### src/rtl/fib_seq_ctrl_if.sv
// Term stream between the Fibonacci sequencer (master) and its consumer (slave).
interface fib_seq_ctrl_if #(
    parameter int WIDTH = 4,
    parameter int CNT_W = 5
);
    logic [WIDTH-1:0] fib_out;
    logic             fib_valid;
    logic             fib_ready;
    logic [CNT_W-1:0] term_idx;

    modport master (
        output fib_out,
        output fib_valid,
        output term_idx,
        input  fib_ready
    );

    modport slave (
        input  fib_out,
        input  fib_valid,
        input  term_idx,
        output fib_ready
    );
endinterface

### src/rtl/fib_seq_ctrl.sv
// Fibonacci sequencing stage: holds the last two terms, advances them through an
// external adder and streams F(0), F(1), ... until the count or a carry-out ends it.
module fib_seq_ctrl #(
    parameter int WIDTH = 4,
    parameter int CNT_W = 5
) (
    input  logic             clk,
    input  logic             rst,
    input  logic             start,
    input  logic [CNT_W-1:0] num_terms,
    output logic [WIDTH-1:0] add_a,
    output logic [WIDTH-1:0] add_b,
    input  logic [WIDTH-1:0] add_sum,
    input  logic             add_cout,
    fib_seq_ctrl_if.master   strm,
    output logic             busy,
    output logic             done,
    output logic             overflow
);
    typedef enum logic [1:0] {IDLE, EMIT, DONE} state_t;

    state_t           state_q, state_d;
    logic [WIDTH-1:0] r_a_q, r_a_d;
    logic [WIDTH-1:0] r_b_q, r_b_d;
    logic [CNT_W-1:0] idx_q, idx_d;
    logic [CNT_W-1:0] n_lat_q, n_lat_d;
    logic             ovf_pending_q, ovf_pending_d;
    logic             overflow_q, overflow_d;
    logic             valid_q, valid_d;
    logic             busy_q, busy_d;
    logic             done_q, done_d;

    logic handshake;
    logic last_term;

    assign handshake = valid_q && strm.fib_ready;
    assign last_term = (idx_q == n_lat_q - 1'b1);

    always_comb begin
        state_d       = state_q;
        r_a_d         = r_a_q;
        r_b_d         = r_b_q;
        idx_d         = idx_q;
        n_lat_d       = n_lat_q;
        ovf_pending_d = ovf_pending_q;
        overflow_d    = overflow_q;
        case (state_q)
            IDLE: begin
                if (start) begin
                    overflow_d = 1'b0;
                    if (num_terms != '0) begin
                        r_a_d         = '0;
                        r_b_d         = WIDTH'(1);
                        idx_d         = '0;
                        n_lat_d       = num_terms;
                        ovf_pending_d = 1'b0;
                        state_d       = EMIT;
                    end else begin
                        state_d = DONE;
                    end
                end
            end
            EMIT: begin
                if (handshake) begin
                    if (last_term) begin
                        state_d = DONE;
                    end else if (ovf_pending_q) begin
                        // r_b carries a wrapped sum, so the next term would be wrong.
                        overflow_d = 1'b1;
                        state_d    = DONE;
                    end else begin
                        r_a_d         = r_b_q;
                        r_b_d         = add_sum;
                        idx_d         = idx_q + 1'b1;
                        ovf_pending_d = add_cout;
                    end
                end
            end
            DONE:    state_d = IDLE;
            default: state_d = IDLE;
        endcase
        valid_d = (state_d == EMIT);
        busy_d  = (state_d == EMIT);
        done_d  = (state_d == DONE);
    end

    always_ff @(posedge clk) begin
        if (rst) begin
            state_q       <= IDLE;
            r_a_q         <= '0;
            r_b_q         <= '0;
            idx_q         <= '0;
            n_lat_q       <= '0;
            ovf_pending_q <= 1'b0;
            overflow_q    <= 1'b0;
            valid_q       <= 1'b0;
            busy_q        <= 1'b0;
            done_q        <= 1'b0;
        end else begin
            state_q       <= state_d;
            r_a_q         <= r_a_d;
            r_b_q         <= r_b_d;
            idx_q         <= idx_d;
            n_lat_q       <= n_lat_d;
            ovf_pending_q <= ovf_pending_d;
            overflow_q    <= overflow_d;
            valid_q       <= valid_d;
            busy_q        <= busy_d;
            done_q        <= done_d;
        end
    end

    assign add_a          = r_a_q;
    assign add_b          = r_b_q;
    assign strm.fib_out   = r_a_q;
    assign strm.fib_valid = valid_q;
    assign strm.term_idx  = idx_q;
    assign busy           = busy_q;
    assign done           = done_q;
    assign overflow       = overflow_q;
endmodule

### src/flat_wrapper.sv
// flat-port wrapper written by rule: the top's interface ports become plain ports
module fib_seq_ctrl_flat 
#(
    parameter int WIDTH = 4,
    parameter int CNT_W = 5
)
  (clk, rst, start, num_terms, add_a, add_b, add_sum, add_cout, busy, done, overflow, strm_fib_out, strm_fib_valid, strm_term_idx, strm_fib_ready);
  fib_seq_ctrl_if #(.WIDTH(WIDTH), .CNT_W(CNT_W)) strm_i ();
  input  logic clk;
  input  logic rst;
  input  logic start;
  input  logic [CNT_W-1:0] num_terms;
  output logic [WIDTH-1:0] add_a;
  output logic [WIDTH-1:0] add_b;
  input  logic [WIDTH-1:0] add_sum;
  input  logic add_cout;
  output logic busy;
  output logic done;
  output logic overflow;
  output wire logic [$bits(strm_i.fib_out)-1:0] strm_fib_out;
  output wire logic [$bits(strm_i.fib_valid)-1:0] strm_fib_valid;
  output wire logic [$bits(strm_i.term_idx)-1:0] strm_term_idx;
  input wire logic [$bits(strm_i.fib_ready)-1:0] strm_fib_ready;
  assign strm_fib_out = strm_i.fib_out;
  assign strm_fib_valid = strm_i.fib_valid;
  assign strm_term_idx = strm_i.term_idx;
  assign strm_i.fib_ready = strm_fib_ready;
  fib_seq_ctrl #(.WIDTH(WIDTH), .CNT_W(CNT_W)) u_core (.clk(clk), .rst(rst), .start(start), .num_terms(num_terms), .add_a(add_a), .add_b(add_b), .add_sum(add_sum), .add_cout(add_cout), .strm(strm_i), .busy(busy), .done(done), .overflow(overflow));
endmodule
### config.mk
export PLATFORM = sky130hd
export DESIGN_NAME = fib_seq_ctrl_flat
export DESIGN_NICKNAME = d
export VERILOG_FILES = /design/src/rtl/fib_seq_ctrl_if.sv /design/src/rtl/fib_seq_ctrl.sv /design/src/flat_wrapper.sv
export SDC_FILE = /design/constraint.sdc
export NUM_CORES = 1
export LEC_CHECK = 0
export ABC_AREA = 0
export BUFFER_PORTS_ARGS = -buffer_cell sky130_fd_sc_hd__buf_2
export CAP_MARGIN = 25
export CORE_MARGIN = 2
export CORE_UTILIZATION = 45
export CTS_CLUSTER_SIZE = 12
export DETAILED_ROUTE_END_ITERATION = 10
export PLACE_DENSITY = 0.7
export SETUP_SLACK_MARGIN = 0.3
export SLEW_MARGIN = 20
export SYNTH_ARGS = -nofsm -noshare
export SYNTH_HDL_FRONTEND = slang
export SYNTH_SLANG_ARGS = --single-unit
export TNS_END_PERCENT = 100
### constraint.sdc
create_clock -name clk -period 2.1 [get_ports clk]
set_input_delay 0.21 -clock clk [delete_from_list [all_inputs] [get_ports clk]]
set_output_delay 0.21 -clock clk [all_outputs]
set_load 0.005 [all_outputs]
==> results of run 1 <==
==> how the worst max path moves through the flow <==
| stage | end | from | depth (start not counted) | slack, ns |
|---|---|---|---|---|
| finish | u_core.add_b[0] | u_core.n_lat_q[0] | 8 | 0.29 |
| global route | u_core.strm.term_idx[2] | u_core.n_lat_q[0] | 7 | 0.23 |
| CTS | u_core.ovf_pending_q | u_core.n_lat_q[0] | 7 | 0.29 |
| detailed placement | u_core.ovf_pending_q | u_core.n_lat_q[0] | 7 | 0.13 |
| global placement | u_core.ovf_pending_q | u_core.n_lat_q[0] | 7 | 0.19 |
| floorplan | u_core.ovf_pending_q | u_core.n_lat_q[0] | 7 | 0.30 |
==> synth_stat cells, drive strengths merged <==
cell type  count
nand4bb        1
clkbuf         5
or2            1
or4            1
o21a           1
nand2b         2
or3            2
inv            6
or4b           1
nand2         10
nor2           7
o21ba          1
nor3           3
o31ai          3
o2111a         1
a21oi         19
or3b           1
xnor2          4
a211oi         2
buf            7
ha             2
o211ai         1
xor2           2
o22ai          2
o2111ai        3
a211o          1
nor3b          1
dfxtp         24
a22oi          3
a31oi          2
nand3          9
o21ai         10
==> sequential cells by signal, summed over array words and instances, names as in the netlist <==
register / flops
u_core.ovf_pending_q: 1
u_core.add_a: 4
u_core.strm.fib_valid: 1
u_core.n_lat_q: 5
u_core.state_q: 2
u_core.add_b: 4
u_core.done: 1
u_core.strm.term_idx: 5
u_core.overflow: 1
==> power groups by stage <==
stage | clock, W | sequential (W) | combinational (W)
final | 0.000330 | 0.000492 | 0.000167
after global routing | 0.000361 | 0.000495 | 0.000182
after CTS | 0.000339 | 0.000492 | 0.000160
after detailed placement | 0 | 0.000501 | 0.000145
after global placement | 0 | 0.000501 | 0.000140
after floorplan | 0 | 0.000498 | 0.000106
==> area by class of cell <==
cell class	count	area, sq um
clock buffers	3	22.52
well taps	30	37.54
clock inverters	1	30.03
multi-input cells	96	678.2
inverters	6	22.52
repair buffers	45	250.2
flip-flops and latches	24	484.2
fillers	220	974.7
==> repair_timing <==
action                     4_1_cts  5_1_grt
gates resized for setup          8        9
setup endpoints to repair       16       13
gates cloned                     0        1
buffers inserted                 6        0
pin swaps                        1        6
==> routing by layer <==
metal,wire [microns],part of all wire [%]
met5,0,0
met4,15,0.54
met3,132,4.7
met1,1290,46
met2,1354,48
==> worst max-delay path, stage by stage (launching register included) <==
cell      delay, ns
dfxtp_2        0.35
inv_2          0.05
ha_4           0.24
xnor2_2        0.12
a211oi_2       0.23
o211ai_1       0.26
buf_4          0.24
a31oi_1        0.13
o21a_1         0.14
==> cells by family after synthesis <==
| kind of cell | synth area share [%] |
|---|---|
| buffers and inverters | 8.079 |
| flip-flops | 40.29 |
| adder cells (fa/ha/maj) | 2.098 |
| AND/OR/NAND/NOR | 17.10 |
| AO/OA/AOI/OAI | 27.39 |
| XOR/XNOR | 5.038 |
==> through the flow <==
step,std cells,cell area [sq um],setup slack (ns)
floorplan,138,1202,0.3017
global placement,194,1366,0.1926
detailed placement,194,1366,0.1285
CTS,204,1488,0.2887
global route,205,1525,0.2281
finish,205,1525,0.2911
==> flow_metrics.tcl, run 1 <==
set metrics [dict create \
    grtUsageTotal_pct 17.68 \
    rsz0062_at_grt "true" \
    cts_hold_buf 0 \
    tightest_slew_ns 0.5054 \
    ys.warnings.count 0 \
    core_area_sq_um 2500 \
    intPower_w 0.0007458 \
    grt_overflow_total 0 \
    pwr-share-comb_pct 16.9 \
    final_common_cell "buf_2" \
    fp.dieW_microns 55.48 \
    switching_share_pct 24.58 \
    reg2reg_from "u_core.n_lat_q[0]" \
    dieHeight_microns 55.48 \
    synthCells 138 \
    synthesis.nets 154 \
    hold_end "u_core.add_b[3]" \
    vdd_drop_max_v 0.0004199 \
    final-setup-viol-count 0 \
    total_power_w 0.0009889 \
    yosysSeqAreaShare_pct 40.29 \
    synth_top_area_cell "dfxtp_1" \
    ctsLongestPathBuffers 2 \
    clk_latency_ns 0.31 \
    io_buffers 34 \
    start_util_pct 47.70 \
    grt_pass1_vias 1039 \
    fmax_mhz 552.8 \
    ff2ff_setup_slack_ns 0.29 \
    cts_tree "built" \
    crit_type "register to register" \
    cellLeakagePower_nw 0.6295 \
    synth_seq_cells 24 \
    area_delta_synth_final_pct 27.91 \
    cts_max_level 1 \
    vias_per_cell 5.605 \
    fin_util_pct 61.01 \
    wl_per_cell_microns 13.62 \
    p_sw_w 0.0002431 \
    grt_pass1_wl_mm 4.498 \
    busiest_layer "met2" \
    fin_tns_setup_ns 0 \
    drtIter0Drc 31 \
    r2r-end "u_core.add_b[0]" \
    synthTopCellsByArea "dfxtp_1 (40%), a21oi_1 (7.1%), o21ai_0 (4.2%), nand3_1 (3.8%), buf_4 (3.1%)" \
    grt_max_degree 23 \
    synth_cell_types 39 \
    fin_crit_sh_pct 86.14 \
    num_vias 1149 \
    syn_area_sq_um 1192 \
    cap_violations 0 \
    nets 192 \
    critPathArrivalTime_ns 2.08 \
    cts_buffers 3 \
    die_area_sq_um 3077 \
    fin_crit_ns 1.809 \
    cts_sinks 24 \
    crit_path_max_fanout 5 \
    clk_pin_slew_worst_paths_ns 0.14 \
    route.detailed.drc 0 \
    worstHoldStart "add_sum[3]" \
    use_met1_pct 23.10 \
    pwr-share-seq_pct 49.8 \
    diodes 0 \
    hold_violations 0 \
    yosys.area.top_type_share_pct 40.29 \
    worst_hold_path.num_cells 3 \
    min_path_type "input port to register" \
    routabilityCongestion 0.8058 \
    p_per_area_nw_per_um2 648.4 \
    start_kind "register" \
    antenna_found_initial 0 \
    critical_path_required_ns 2.37 \
    end_kind "register" \
    use_met3_pct 2.108 \
    holdWs_ns 0.1313 \
    dp_hpwl_mm 1.890 \
    ios 35 \
    drive_gt1_share_pct 42.29 \
    power.share.clock_pct 33.3 \
    final_cell_mix "buf_2 (35), dfxtp_1 (21), a21oi_1 (13)" \
    antenna_left 0 \
    cts.root.buffer_cell "clkbuf_4" \
    fin_skew_ns 0.01073 \
    wl_mm 2.792 \
    firstDrtPassIters 4 \
    rr_worst_depth 8 \
    status "complete, no violations" \
    num_rows 18 \
    slew_headroom_pct 66.16 \
    syn-mean-instance-area_sq_um 8.641 \
    report.final.slew_viol_count 0 \
    grt_util_met2_pct 29.93 \
]
Power figures use the tool's default switching activity.
==> inputs of run 2 (changes only) <==
--- a/config.mk
+++ b/config.mk
@@ -9,10 +9,10 @@
 export BUFFER_PORTS_ARGS = -buffer_cell sky130_fd_sc_hd__buf_2
 export CAP_MARGIN = 25
 export CORE_MARGIN = 2
-export CORE_UTILIZATION = 45
+export CORE_UTILIZATION = 50
 export CTS_CLUSTER_SIZE = 12
 export DETAILED_ROUTE_END_ITERATION = 10
-export PLACE_DENSITY = 0.7
+export PLACE_DENSITY = 0.77
 export SETUP_SLACK_MARGIN = 0.3
 export SLEW_MARGIN = 20
 export SYNTH_ARGS = -nofsm -noshare
==> run 2 against run 1 <==
  * Register-to-register slack lost 0.05 ns
  * Sequential share of layout area shrank 0.81 points
  * Clock power shrank 27%
  * Global-route usage grew 6.4 points
  * Critical path type unchanged
  * Highest routed layer unchanged
==> flow_metrics.tcl, run 2 (synthesis results as in run 1) <==
set metrics [dict create \
    status "complete, no violations" \
    fin_crit_sh_pct 88.69 \
    cts.root.buffer_cell "clkbuf_4" \
    start_kind "register" \
    start_util_pct 53.39 \
    critical_path_required_ns 2.34 \
    p_per_area_nw_per_um2 583.2 \
    wl_per_cell_microns 14.71 \
    hold_violations 0 \
    final-setup-viol-count 0 \
    vias_per_cell 5.767 \
    fin_crit_ns 1.862 \
    critPathArrivalTime_ns 2.11 \
    cellLeakagePower_nw 0.6444 \
    crit_type "register to register" \
    final_common_cell "buf_2" \
    antenna_left 0 \
    cts_tree "built" \
    die_area_sq_um 2792 \
    firstDrtPassIters 4 \
    clk_latency_ns 0.31 \
    grt_pass1_vias 1065 \
    grtUsageTotal_pct 24.12 \
    area_delta_synth_final_pct 31.58 \
    fin_tns_setup_ns 0 \
    fmax_mhz 536.9 \
    ff2ff_setup_slack_ns 0.24 \
    fin_skew_ns 0.006433 \
    dieHeight_microns 52.84 \
    ctsLongestPathBuffers 2 \
    core_area_sq_um 2233 \
    end_kind "register" \
    routabilityCongestion 0.8144 \
    wl_mm 3.030 \
    io_buffers 34 \
    setup_ws_ns 0.2375 \
    fp.dieW_microns 52.84 \
    cts_buffers 3 \
    antenna_found_initial 0 \
    nets 195 \
    final_cell_mix "buf_2 (34), dfxtp_1 (20), a21oi_1 (16)" \
    dp_hpwl_mm 1.932 \
    fillers 189 \
    drtIter0Drc 24 \
    clk_pin_slew_worst_paths_ns 0.13 \
    grt_pass1_wl_mm 4.892 \
    num_vias 1188 \
    min_path_type "input port to register" \
    crit_path_max_fanout 4 \
    place_ws_ns 0.1401 \
    ios 35 \
    cap_violations 0 \
    slew_headroom_pct 67.17 \
    num_rows 17 \
    report.final.slew_viol_count 0 \
    vdd_drop_max_v 0.0005106 \
    cts_max_level 1 \
    diodes 0 \
    cts_sinks 24 \
    rsz0062_at_grt "true" \
    drive_gt1_share_pct 44.38 \
    cts_hold_buf 0 \
    route.detailed.drc 0 \
    tightest_slew_ns 0.4902 \
    grt_overflow_total 0 \
    grt_max_degree 23 \
]
-- run 2: layout make-up --
| class | count | area, sq um | area share, % |
|---|---|---|---|
| Tap cell | 28 | 35.03 | 2.233 |
| Sequential cell | 24 | 485.5 | 30.94 |
| Clock buffer | 4 | 36.28 | 2.313 |
| Multi-Input combinational cell | 97 | 705.7 | 44.98 |
| Timing Repair Buffer | 47 | 284.0 | 18.10 |
| Inverter | 6 | 22.52 | 1.435 |
-- run 2: path summary, 6_finish.rpt --
kind	start	depth (start not counted)	endpoint
worst max register to register	u_core.n_lat_q[0]	9	u_core.strm.term_idx[3]
worst max-delay path	u_core.n_lat_q[0]	9	u_core.strm.term_idx[3]
worst min-delay path	add_sum[2]	3	u_core.add_b[2]
worst min register to register	u_core.overflow	2	u_core.overflow
-- run 2: metal layers --
layer,share of wire [%],GRT usage (%)
met5,0,0
met4,1.2,9.402
met3,5.8,3.429
met2,49,36.67
met1,44,34.16
-- run 2: timing repair --
action	in CTS	in global routing
pin swaps	12	17
gates cloned	1	0
setup buffers	8	0
resized for setup	10	16
setup endpoints to repair	18	19
-- run 2: metrics by stage --
step | instance area (sq um) | instances | total power, W | hold slack, ns | utilization [%]
2_1_floorplan | 1202 | 138 | 0.0006037 | 0.3460 | -
3_3_place_gp | 1371 | 193 | 0.0006405 | 0.4622 | 61.40
3_5_place_dp | 1371 | 193 | 0.0006471 | 0.4693 | 61.40
4_1_cts | 1519 | 206 | 0.0009107 | 0.1216 | 68.01
5_1_grt | 1569 | 206 | 0.0009647 | 0.1045 | 70.25
6_report | 1569 | 206 | 0.0009151 | 0.1212 | 70.25
-- run 2: worst max-delay path, stage by stage (launching register included) --
cell	delay [ns]
dfxtp_2	0.35
inv_2	0.07
ha_4	0.16
nand4bb_1	0.14
a211oi_2	0.29
buf_4	0.17
o2111a_2	0.23
buf_4	0.13
o21ai_1	0.07
a21oi_1	0.19
-- run 2: report_power, final --
group | total, W | leakage [nW] | switching (W) | internal (W)
sequential | 0.000494 | 0.197 | 0.0000194 | 0.000474
clock | 0.000241 | 0.0210 | 0.000135 | 0.000106
combinational | 0.000181 | 0.427 | 0.0000958 | 0.0000850
total | 0.000915 | 0.644 | 0.000250 | 0.000665
==> inputs of run 3 (changes only) <==
==> constraint.sdc (replaced) <==
create_clock -name clk -period 2 [get_ports clk]
set_input_delay 0.2 -clock clk [delete_from_list [all_inputs] [get_ports clk]]
set_output_delay 0.2 -clock clk [all_outputs]
set_load 0.005 [all_outputs]
==> run 3 against run 2 <==
  * Die area unchanged
  * Non-clock buffer count grew 2
  * First-iteration DRC count rose by 63%
  * Sequential cell count unchanged
  * Clock-buffer cell count decreased by 1
  * Hold slack worse by 0.0066 ns
  * Final cell count grew 0.97%
  * Clock power grew 51%
  * Setup slack got worse by 0.060 ns
  * Sequential power increased by 5.1%
  * Global-route usage up 2.0 points
  * Critical path type unchanged
==> flow_metrics.tcl, run 3 (synthesis results as in run 1) <==
set metrics [dict create \
    crit_chain "inv_2 -> ha_4 -> xnor2_2 -> a22oi_2 -> o2111a_2 -> or4_4 -> a21oi_2" \
    final-setup-viol-count 0 \
    antenna_found_initial 0 \
    cap_violations 0 \
    antenna_left 0 \
    fin_skew_ns 0.02002 \
    num_rows 17 \
    fin_crit_ns 1.822 \
    min_path_type "input port to register" \
    use_met3_pct 5.714 \
    busiest_layer "met2" \
    fp.dieW_microns 52.84 \
    ctsLongestPathBuffers 2 \
    dp_cells 195 \
    p_per_area_nw_per_um2 655.4 \
    ios 35 \
    finalNonFillerCells 208 \
    cp_slowest_cell "or4_4" \
    crit_type "register to register" \
    rsz0062_at_grt "true" \
    critPathArrivalTime_ns 2.09 \
    hold_violations 0 \
    firstDrtPassIters 4 \
    grt_overflow_total 0 \
    cts_max_level 1 \
    setup_ws_ns 0.1776 \
    cts_tree "built" \
    use_met1_pct 30.97 \
    path_buf_inv 1 \
    cellLeakagePower_nw 0.6636 \
    tightest_slew_ns 0.5599 \
    dp_hpwl_mm 2.039 \
    wl_per_cell_microns 17.07 \
    crit_path_max_fanout 4 \
    cts_buffers 3 \
    grt_pass1_wl_mm 5.292 \
    grt_pass1_vias 1176 \
    fin_tns_setup_ns 0 \
    vias_per_cell 5.986 \
    num_vias 1245 \
    drtIter0Drc 39 \
    status "complete, no violations" \
    place_ws_ns 0.1207 \
    area_delta_synth_final_pct 39.14 \
    drive_gt1_share_pct 53.33 \
    fin_crit_sh_pct 91.12 \
    diodes 0 \
    grt_util_met2_pct 46.25 \
    fmax_mhz 548.7 \
    cts_sinks 24 \
    dieHeight_microns 52.84 \
    end_kind "register" \
    die_area_sq_um 2792 \
    clk_pin_slew_worst_paths_ns 0.15 \
    nets 197 \
    report.final.slew_viol_count 0 \
    cts.root.buffer_cell "clkbuf_4" \
    grt_max_degree 23 \
    final_cell_mix "buf_2 (34), dfxtp_1 (20), nand2_1 (10), a21oi_1 (10), buf_4 (10)" \
    final_common_cell "buf_2" \
    wl_mm 3.550 \
    start_kind "register" \
    start_util_pct 53.39 \
    max_stage_delay_ns 0.50 \
    route.detailed.drc 0 \
    io_buffers 34 \
    slew_headroom_pct 62.39 \
    crit_family "compound AO/OA/AOI/OAI gates" \
    clk_latency_ns 0.33 \
    routabilityCongestion 0.7970 \
    core_area_sq_um 2233 \
    critical_path_required_ns 2.27 \
    grtUsageTotal_pct 26.15 \
    vdd_drop_max_v 0.0009071 \
]
## run 3: cell count changes in the layout (fill, tap and decap cells not counted), moves of 2 or more
cell and change:
a21oi_1 -6, a21oi_2 +6, nand3_1 -5, nand3_2 +5
buf_6 +4, o21ai_2 +3, o21ai_1 -2
## run 3: report_power, final
part,internal [W],total [W],switching [W]
combinational,0.0000938,0.000206,0.000112
sequential,0.000498,0.000519,0.0000207
clock,0.000203,0.000363,0.000160
## run 3: worst register-to-register path, cell delays in order (launching register included)
cell,delay [ns]
dfxtp_2,0.37
inv_2,0.05
ha_4,0.17
xnor2_2,0.15
a22oi_2,0.08
o2111a_2,0.31
or4_4,0.50
a21oi_2,0.14
## run 3: area by class of cell
type                    count  area, sq um
clock buffers               3        22.52
clock inverters             1        30.03
fillers                   152        574.3
inverters                   6        22.52
multi-input cells          97        762.0
flip-flops and latches     24        485.5
well taps                  28        35.03
repair buffers             49        301.5
## run 3: path summary, 6_finish.rpt
kind	startpoint	end	slack [ns]	depth (start not counted)
worst max-delay path	u_core.n_lat_q[1]	u_core.strm.term_idx[2]	0.18	7
worst min-delay path	add_sum[3]	u_core.add_b[3]	0.11	3
worst max register to register	u_core.n_lat_q[1]	u_core.strm.term_idx[2]	0.18	7
worst min register to register	u_core.overflow	u_core.overflow	0.49	2
## run 3: per-stage QoR
step	power, W	util [%]	hold slack, ns	area (sq um)
after CTS	0.001074	72.49	0.1063	1619
after floorplan	0.0006396	-	0.3284	1215
final	0.001087	74.29	0.1146	1659
after detailed placement	0.0006908	62.63	0.4614	1399
after global placement	0.0006844	62.63	0.4557	1399
after global routing	0.001120	74.29	0.1154	1659
## run 3: repair_timing
action | in CTS | in global routing
hold buffers | 0 | 0
endpoints found under the hold margin | 0 | 0
setup buffers | 8 | 0
gates cloned | 1 | 0
resized for setup | 29 | 12
setup endpoints to repair | 19 | 19
pin swaps | 22 | 12
## run 3: layer usage
metal | up-vias | share of wire (%)
met3 | 8 | 4.4
met1 | 602 | 42
met4 | 0 | 1.7
met2 | 48 | 52
li1 | 587 | -
met5 | - | 0
